**src/rtl/jtag_pkg.sv**
```systemverilog
// Shared TAP state encoding and instruction codes for the JTAG responder.
package jtag_pkg;

   // IEEE 1149.1 conventional state encoding
   typedef enum logic [3:0] {
      EX2_DR = 4'h0,
      EX1_DR = 4'h1,
      SH_DR  = 4'h2,
      PAU_DR = 4'h3,
      SEL_IR = 4'h4,
      UPD_DR = 4'h5,
      CAP_DR = 4'h6,
      SEL_DR = 4'h7,
      EX2_IR = 4'h8,
      EX1_IR = 4'h9,
      SH_IR  = 4'hA,
      PAU_IR = 4'hB,
      RTI    = 4'hC,
      UPD_IR = 4'hD,
      CAP_IR = 4'hE,
      TLR    = 4'hF
   } tap_state_e;

   localparam logic [3:0] INSTR_DBG    = 4'h0;
   localparam logic [3:0] INSTR_IDCODE = 4'h1;
   localparam logic [3:0] INSTR_BYPASS = 4'hF;
   localparam logic [3:0] IR_CAPTURE   = 4'b0101;

endpackage

```
**src/rtl/jtag_tap_fsm.sv**
```systemverilog
// 16-state TAP controller: state register, next-state logic and decoded
// capture/shift/update strobes for the IR and DR paths.
module jtag_tap_fsm
   import jtag_pkg::*;
(
   input  logic       jtag_clk_i,
   input  logic       rst_n,
   input  logic       trstn,
   input  logic       tms,
   output tap_state_e o_state,
   output logic       o_tlr,
   output logic       o_capture_dr,
   output logic       o_shift_dr,
   output logic       o_update_dr,
   output logic       o_capture_ir,
   output logic       o_shift_ir,
   output logic       o_update_ir
);

   tap_state_e r_state;
   tap_state_e w_next;

   // Test reset is synchronous and overrides tms
   always_ff @(posedge jtag_clk_i or negedge rst_n) begin
      if (!rst_n)
         r_state <= TLR;
      else if (!trstn)
         r_state <= TLR;
      else
         r_state <= w_next;
   end

   always_comb begin
      w_next = r_state;
      case (r_state)
         TLR:    w_next = tms ? TLR    : RTI;
         RTI:    w_next = tms ? SEL_DR : RTI;
         SEL_DR: w_next = tms ? SEL_IR : CAP_DR;
         CAP_DR: w_next = tms ? EX1_DR : SH_DR;
         SH_DR:  w_next = tms ? EX1_DR : SH_DR;
         EX1_DR: w_next = tms ? UPD_DR : PAU_DR;
         PAU_DR: w_next = tms ? EX2_DR : PAU_DR;
         EX2_DR: w_next = tms ? UPD_DR : SH_DR;
         UPD_DR: w_next = tms ? SEL_DR : RTI;
         SEL_IR: w_next = tms ? TLR    : CAP_IR;
         CAP_IR: w_next = tms ? EX1_IR : SH_IR;
         SH_IR:  w_next = tms ? EX1_IR : SH_IR;
         EX1_IR: w_next = tms ? UPD_IR : PAU_IR;
         PAU_IR: w_next = tms ? EX2_IR : PAU_IR;
         EX2_IR: w_next = tms ? UPD_IR : SH_IR;
         UPD_IR: w_next = tms ? SEL_DR : RTI;
      endcase
   end

   assign o_state      = r_state;
   assign o_tlr        = (r_state == TLR);
   assign o_capture_dr = (r_state == CAP_DR);
   assign o_shift_dr   = (r_state == SH_DR);
   assign o_update_dr  = (r_state == UPD_DR);
   assign o_capture_ir = (r_state == CAP_IR);
   assign o_shift_ir   = (r_state == SH_IR);
   assign o_update_ir  = (r_state == UPD_IR);

endmodule

```
**src/rtl/jtag_tap_resp.sv**
```systemverilog
// Target-side JTAG TAP responder: instruction register plus IDCODE, BYPASS
// and DBG data registers, with a one-cycle strobe on each DBG update.
module jtag_tap_resp
   import jtag_pkg::*;
#(
   parameter int          IR_WIDTH   = 4,
   parameter int          DBG_WIDTH  = 53,
   parameter logic [31:0] IDCODE_VAL = 32'h249511C3
)(
   input  logic                 jtag_clk_i,
   input  logic                 rst_n,
   input  logic                 trstn,
   input  logic                 tms,
   input  logic                 tdi,
   output logic                 tdo,
   output logic [3:0]           tap_state_o,
   output logic [IR_WIDTH-1:0]  ir_o,
   input  logic [DBG_WIDTH-1:0] dbg_capture_i,
   output logic [DBG_WIDTH-1:0] dbg_data_o,
   output logic                 dbg_update_o
);

   tap_state_e w_state;
   logic w_tlr, w_cap_dr, w_sh_dr, w_upd_dr, w_cap_ir, w_sh_ir, w_upd_ir;
   logic w_sel_dbg, w_sel_idcode;
   logic w_tdo;

   logic [IR_WIDTH-1:0]  r_ir;
   logic [IR_WIDTH-1:0]  r_ir_sr;
   logic [31:0]          r_idcode_sr;
   logic                 r_bypass;
   logic [DBG_WIDTH-1:0] r_dbg_sr;
   logic [DBG_WIDTH-1:0] r_dbg_data;

   jtag_tap_fsm u_fsm (
      .jtag_clk_i   (jtag_clk_i),
      .rst_n        (rst_n),
      .trstn        (trstn),
      .tms          (tms),
      .o_state      (w_state),
      .o_tlr        (w_tlr),
      .o_capture_dr (w_cap_dr),
      .o_shift_dr   (w_sh_dr),
      .o_update_dr  (w_upd_dr),
      .o_capture_ir (w_cap_ir),
      .o_shift_ir   (w_sh_ir),
      .o_update_ir  (w_upd_ir)
   );

   // Unrecognised codes fall through to BYPASS
   assign w_sel_dbg    = (r_ir == IR_WIDTH'(INSTR_DBG));
   assign w_sel_idcode = (r_ir == IR_WIDTH'(INSTR_IDCODE));

   always_ff @(posedge jtag_clk_i or negedge rst_n) begin
      if (!rst_n) begin
         r_ir    <= IR_WIDTH'(INSTR_IDCODE);
         r_ir_sr <= '0;
      end else if (!trstn) begin
         r_ir    <= IR_WIDTH'(INSTR_IDCODE);
         r_ir_sr <= '0;
      end else begin
         if (w_cap_ir)
            r_ir_sr <= IR_WIDTH'(IR_CAPTURE);
         else if (w_sh_ir)
            r_ir_sr <= {tdi, r_ir_sr[IR_WIDTH-1:1]};
         if (w_tlr)
            r_ir <= IR_WIDTH'(INSTR_IDCODE);
         else if (w_upd_ir)
            r_ir <= r_ir_sr;
      end
   end

   always_ff @(posedge jtag_clk_i or negedge rst_n) begin
      if (!rst_n) begin
         r_idcode_sr <= '0;
         r_bypass    <= 1'b0;
         r_dbg_sr    <= '0;
      end else if (!trstn) begin
         r_idcode_sr <= '0;
         r_bypass    <= 1'b0;
         r_dbg_sr    <= '0;
      end else if (w_cap_dr) begin
         r_idcode_sr <= IDCODE_VAL;
         r_bypass    <= 1'b0;
         r_dbg_sr    <= dbg_capture_i;
      end else if (w_sh_dr) begin
         if (w_sel_dbg)
            r_dbg_sr <= {tdi, r_dbg_sr[DBG_WIDTH-1:1]};
         else if (w_sel_idcode)
            r_idcode_sr <= {tdi, r_idcode_sr[31:1]};
         else
            r_bypass <= tdi;
      end
   end

   // A test reset in the update cycle discards the scan
   always_ff @(posedge jtag_clk_i or negedge rst_n) begin
      if (!rst_n)
         r_dbg_data <= '0;
      else if (trstn && w_upd_dr && w_sel_dbg)
         r_dbg_data <= r_dbg_sr;
   end

   always_comb begin
      w_tdo = 1'b0;
      if (w_sh_ir)
         w_tdo = r_ir_sr[0];
      else if (w_sh_dr) begin
         if (w_sel_dbg)
            w_tdo = r_dbg_sr[0];
         else if (w_sel_idcode)
            w_tdo = r_idcode_sr[0];
         else
            w_tdo = r_bypass;
      end
   end

   assign tdo          = w_tdo;
   assign tap_state_o  = w_state;
   assign ir_o         = r_ir;
   assign dbg_data_o   = r_dbg_data;
   assign dbg_update_o = w_upd_dr & w_sel_dbg & trstn;

endmodule
```
**config.mk**
```make
export PLATFORM = sky130hd
export DESIGN_NAME = jtag_tap_resp
export DESIGN_NICKNAME = d
export VERILOG_FILES = /design/src/rtl/jtag_pkg.sv /design/src/rtl/jtag_tap_fsm.sv /design/src/rtl/jtag_tap_resp.sv
export SDC_FILE = /design/constraint.sdc
export NUM_CORES = 1
export LEC_CHECK = 0
export ABC_AREA = 0
export BUFFER_PORTS_ARGS = -buffer_cell sky130_fd_sc_hd__buf_2
export CAP_MARGIN = 20
export CORE_MARGIN = 4
export CORE_UTILIZATION = 60
export DETAILED_ROUTE_END_ITERATION = 10
export HOLD_SLACK_MARGIN = 0.12
export PLACE_DENSITY = 0.85
export SLEW_MARGIN = 5
export SYNTH_ARGS = -nofsm -noshare
export SYNTH_HDL_FRONTEND = slang
export SYNTH_SLANG_ARGS = --single-unit
export TNS_END_PERCENT = 10
```
**constraint.sdc**
```tcl
create_clock -name jtag_clk_i -period 3.1 [get_ports jtag_clk_i]
set_input_delay 0.62 -clock jtag_clk_i [delete_from_list [all_inputs] [get_ports jtag_clk_i]]
set_output_delay 0.62 -clock jtag_clk_i [all_outputs]
set_load 0.01 [all_outputs]
```
# Yosys cells after proc, flatten, opt, wreduce, memory -nomap -nowiden
# Index checks and enable logic that the tools add are counted.
[word_totals]
n_memories = 0
latchBits = 0
mem_bits_rw = 0
inputBits = 58
wordCells = 80
output_inout_bits = 63
ff_bits = 151
romBits = 0
[classes]
shift = 0
n_bitwise = 2
add_sub_neg = 0
reduce_logical = 10
muxes = 38
magnitude_cmp = 0
n_div = 0
mul = 0
eq_ne = 23
[ops]
columns = ["cell", "count"]
rows = [
  ["53-bit 2-to-1 mux", 4],
  ["32-bit 2-to-1 mux", 5],
  ["4-bit one-hot mux with 12 select lines", 1],
  ["4-bit == test, second input constant", 8],
  ["4-bit 2-to-1 mux", 8],
  ["4-bit by 3-bit == test with 1-bit output, second input constant", 4],
  ["3-bit by 1-bit inequality test with 1-bit output, second input constant", 5],
  ["2-bit 2-to-1 mux", 6],
  ["3-bit 2-to-1 mux", 4],
  ["1-bit 2-to-1 mux", 10],
  ["4-bit by 1-bit == test with 1-bit output, second input constant", 2],
  ["4-bit by 2-bit == test with 1-bit output, second input constant", 2],
  ["4-bit zero test", 2],
  ["3-bit by 2-bit inequality test with 1-bit output, second input constant", 2],
  ["3-bit AND reduction", 2],
  ["2-bit OR reduction", 2],
  ["3-bit OR reduction", 1],
  ["1-bit AND", 2],
  ["1-bit logical AND", 2],
  ["2-bit AND reduction", 1],
]

# Logic depth before layout (Yosys ltp)
[depth]
ltp_word = 6
ltp_mapped = 8
ltp_nobuf = 4

# Cells and area by module
# From an unflattened synthesis, not the netlist that was laid out.
[unflattened]
cells_unflattened = 637
hier_area_um2 = 6757.7
[by_module_without_submodules]
columns = ["module", "seq_area_each_um2", "cells_each", "area_each_um2", "instances"]
rows = [
  ["jtag_tap_resp", 3679.8, 601, 6448.7, 1],
  ["jtag_tap_fsm", 105.1, 36, 309.0, 1],
]

# Worst setup path after synthesis
# No wires, ideal clock.
[synth_timing]
kind = "flip-flop to output port"
from = "reg u_fsm.r_state[1], in the netlist u_fsm.o_state[1]"
to = "out tdo"
n_path_buf = 1
path_slack_ps = 1044
required_ps = 2480
path_stages_with_launch = 4
arrival_time_ps = 1436
cell_sequence = "dfstp_2 > clkbuf_1 > nand3b_1 > o21ai_0"
[synth_via]
elab_chain_len = 3
elab_cells_between_ends = 4
classes_between = "2 x eq/ne; 2 x mux"
[synth_lines]
columns = ["item", "line", "rtl"]
rows = [
  ["start: declaration", "jtag_tap_fsm.sv:20", "tap_state_e r_state;"],
  ["start signal: assignment", "jtag_tap_fsm.sv:30", "r_state <= w_next;"],
  ["4-bit by 2-bit == test with 1-bit output", "jtag_tap_fsm.sv:58", "assign o_shift_dr = (r_state == SH_DR);"],
  ["1-bit 2-to-1 mux", "jtag_tap_resp.sv:108", "else if (w_sh_dr) begin"],
  ["1-bit 2-to-1 mux (*)", "jtag_tap_resp.sv:106", "if (w_sh_ir)"],
  ["end: declaration", "jtag_tap_resp.sv:15", "output logic tdo,"],
]
# Every way passes the cells marked *; elsewhere a longest branch is shown, timed or not.

# Worst setup path after layout
# Same ends and word-level chain as after synthesis.

==> results.txt <==
* Number of buffers inserted during clock tree synthesis: 17
- Type of destination of the critical path: output port
- The path with the worst hold slack has its endpoint at u_fsm.o_state[3].
* PwrDens: 591 nW/µm²
- The number of placed instances, taps included, is about 950.
- The largest total area in the synthesized netlist belongs to dfrtp_1.
* Critical path data arrival time: ~2.1 ns
* Number of antenna violations at the first check in global routing: 0
- Share of layout cells above drive strength 1: 20.3%
- Number of maximum-capacitance violations: 0
- After detailed routing, the number of vias per cell comes to 5.65.
* Number of input and output port buffers inserted: 120
- Number of buffers added to fix hold violations after cts: 1
- Unrepaired setup endpoints after global routing: false
- Pin count of the biggest net entering global routing: a little over 90
- Global-route wire length before repair: 26.4 mm
- Across every metal layer, demand over resource in global routing totals 26.0%.
* Number of gates resized after CTS: 0
* Fmax: around 0.37 GHz
* Worst Setup Start Kind: flip-flop
- Io pins: 121
- Worst IR Drop VDD: 0.435 mV
- Max-Slew Margin vs Limit: 50.5%
* Average cell area after synthesis: 8.74 µm²
* CTS Root Buffer Type: clkbuf_8
- Layout overhead on the synthesized area: 18.7%
- The max-slew violation count came to 0.
- The number of hold violations in the final report is 0.
- Once detail routing completed, the nets flagged for antenna violations numbered 0.
- Number of cells on the worst hold path: 2
* H-Tree Level Count: 4
* Floorplan Core Area: 10400 µm²
- Once the floorplan was initialized, standard cells occupied 62.0% of the core.
- Cell area after synthesis: 6450 µm²
- In the routed design, unresolved DRC markers number 0.
- Fin nets: 896
- In this run the deepest clock path goes through 2 buffers.
- For the worst setup path, the data required time is about 2.5 ns.
- Register-to-register setup slack: 0.76 ns
- For this block, the via count after detailed routing is 5562.
* Post-DP HPWL: approximately 10 mm
- Once layout is complete, the cells apart from fillers number ~990.
* Number of antenna diodes: 0
- Number of global-route vias before repair: 5607
- Path type of the worst min-delay path: primary input to flip-flop
- Final Routed Wirelength: 15.8 mm
- TritonCTS built the clock tree.
* Iteration-0 DRC count of the detailed router: 551
- Number of warnings issued by yosys: 0
- Total Die Area: between 10000 and 15000 µm²
- List of cells traversed by the critical path: nor4b_4 -> o211ai_1 -> o21ai_0 -> buf_2
- Fin crit period: 2.73 ns
- Pre-antenna DRT Iters: 5
- Hold slack: 0.312 ns
- At the later pin of the worst-skew pair, clock insertion delay measures between 0.5 and 0.6 ns.
* Ranking of synthesized cells by area: dfrtp_1 (57%), nand2_1 (15%), a21oi_1 (6.2%)
* Overall die height: 112 µm
- Crit path kind: flip-flop to output port
- The filler cells instantiated in the layout total 720.
- Gr ovfl total: 0
- Worst reg2reg path depth: 5
- Tightest Pin Transition: 0.742 ns
* Mapped Nets: around 800
- In this run the most critical hold path is launched from trstn.
- The worst path uses 88.1% of the clock period.
* Die width: between 100 and 150 µm
* CP max stage cell: dfstp_2
- The endpoint identified for the worst register-to-register timing path is r_dbg_sr[12].
- Setup clock skew after layout: 0.0143 ns
- Number of synthesized register bits: 151
* Delay of the slowest cell on the worst path: roughly 0.70 ns
* Post-synthesis sequential area ratio: 58.6%
* Endpoints failing setup: 0
- After clock tree synthesis, the clock-pin slew on the worst setup and hold paths is approximately 0.06 ns.
- RD Place Congestion: 0.804
- In this run the biggest area consumer among cell types represents a little under three fifths of the synthesized area.
* Num rows: 37
* Final routed wire length divided by cell count: 16.0 µm
- For this design the static power due to leakage is approximately 0.0039 µW.
* Mapped Cells: approximately 740
* CTS Sinks: 151
- Summed over all failing endpoints, the final setup total negative slack is 0 ns.
- Post-CTS repair timing setup buffer count: 0
* Result of the run: finished, final reports clean
- Of all nets on the critical path, the largest fanout is 16.
* Distinct cells, synth: 36
- Worst r2r src: u_fsm.o_state[2]
## cell usage in the layout (no fill, tap or decap), types with 3 or more instances in the layout
cell       netlist  routed
nor3_1          16      16
bufinv_16        0       3
dfrtp_1        146     146
a31oi_1          6       6
a21oi_1         80      80
buf_4            5       8
dfstp_2          5       5
nor2_1          73      73
o21ai_1          8       8
nand3_1          5       4
buf_2            9     119
clkbuf_8         0       3
clkbuf_16        0      16
o21ai_0         50      50
nor3b_1          5       5
clkbuf_1        30       3
nand2_1        265     265
## per-layer routing
metal / wire length [µm] / track usage, %
met5: 0 / 0
met4: 442 / 10.7
met3: 908 / 6.63
met2: 7890 / 42.4
met1: 6510 / 33.2
## state kept, by name, summed over array words and instances, names as in the netlist
signal	count
dbg_data_o	53
ir_o	4
r_bypass	1
r_dbg_sr	53
r_idcode_sr	32
r_ir_sr	4
u_fsm.o_state	4
## kinds of logic after synthesis
group | count (synthesis) | share of synthesized area (%)
mux | 3 | 0.485
simple gates | 380 | 24.3
flops | 151 | 58.6
buf+inv | 51 | 4.13
compound gates | 153 | 12.4
## worst max-delay path by stage
stage | from | endpoint | slack, ns | cells past startpoint
floorplan | u_fsm.o_state[1] | tdo | 1.04 | 3
global placement | trstn | r_dbg_sr[13] | 0.78 | 6
detailed placement | trstn | r_dbg_sr[25] | 0.72 | 6
CTS | u_fsm.o_state[1] | tdo | 0.39 | 4
global route | u_fsm.o_state[1] | tdo | 0.30 | 4
finish | u_fsm.o_state[1] | tdo | 0.37 | 4
## worst max-delay path: cells and delay by family, from the launching register on
kind,cells,cell delay [ns]
flip-flops,1,0.70
AO/OA/AOI/OAI,2,0.31
AND/OR/NAND/NOR,1,0.41
buffers and inverters,1,0.18
## layout make-up
cell class	count	area [µm²]	area share (%)
flip-flops and latches	151	3780	49.4
multi-input cells	536	2410	31.5
repair buffers	131	717	9.36
clock buffers	22	453	5.91
well taps	136	170	2.22
clock inverters	8	124	1.62
inverters	1	3.75	0.0490
## Yosys cell counts
| cell type | count |
|---|---|
| nand3b_1 | 2 |
| nor4b_4 | 1 |
| nand3_1 | 5 |
| nor3b_1 | 5 |
| nor4_4 | 1 |
| a21boi_0 | 2 |
| nor2b_1 | 2 |
| nor2_1 | 73 |
| a31oi_1 | 6 |
| nor2_4 | 1 |
| o21ai_0 | 50 |
| a21oi_1 | 80 |
| clkbuf_1 | 30 |
| and3_1 | 3 |
| mux2_2 | 1 |
| a221o_1 | 1 |
| buf_4 | 5 |
| buf_2 | 9 |
| mux2i_1 | 2 |
| a22oi_1 | 1 |
| o21ai_1 | 8 |
| a211o_1 | 2 |
| a21oi_2 | 1 |
| inv_1 | 1 |
| nor3_1 | 16 |
| nand2b_1 | 1 |
| buf_6 | 6 |
| dfstp_2 | 5 |
| nand2_1 | 265 |
| o211ai_1 | 1 |
| nand4bb_1 | 1 |
| and4bb_1 | 1 |
| and3b_1 | 2 |
| dfrtp_1 | 146 |
| nor2_2 | 1 |
| a22o_1 | 1 |
## through the flow
stage | worst slack, ns | utilization (%) | total power, µW | area [µm²]
3_5_place_dp | 0.717 | 67.9 | 2530 | 7080
6_report | 0.367 | 73.6 | 4530 | 7660
2_1_floorplan | 1.04 | - | 2370 | 6450
4_1_cts | 0.386 | 73.6 | 4550 | 7660
3_3_place_gp | 0.775 | 67.9 | 2510 | 7080
5_1_grt | 0.296 | 73.6 | 4700 | 7660
## report_power, final
group          total (µW)  switching, µW  internal, µW
registers            2170           96.8          2070
clock network        2020            763          1260
logic                 341            207           134
total                4530           1070          3460
(Power assumes the default switching activity.)
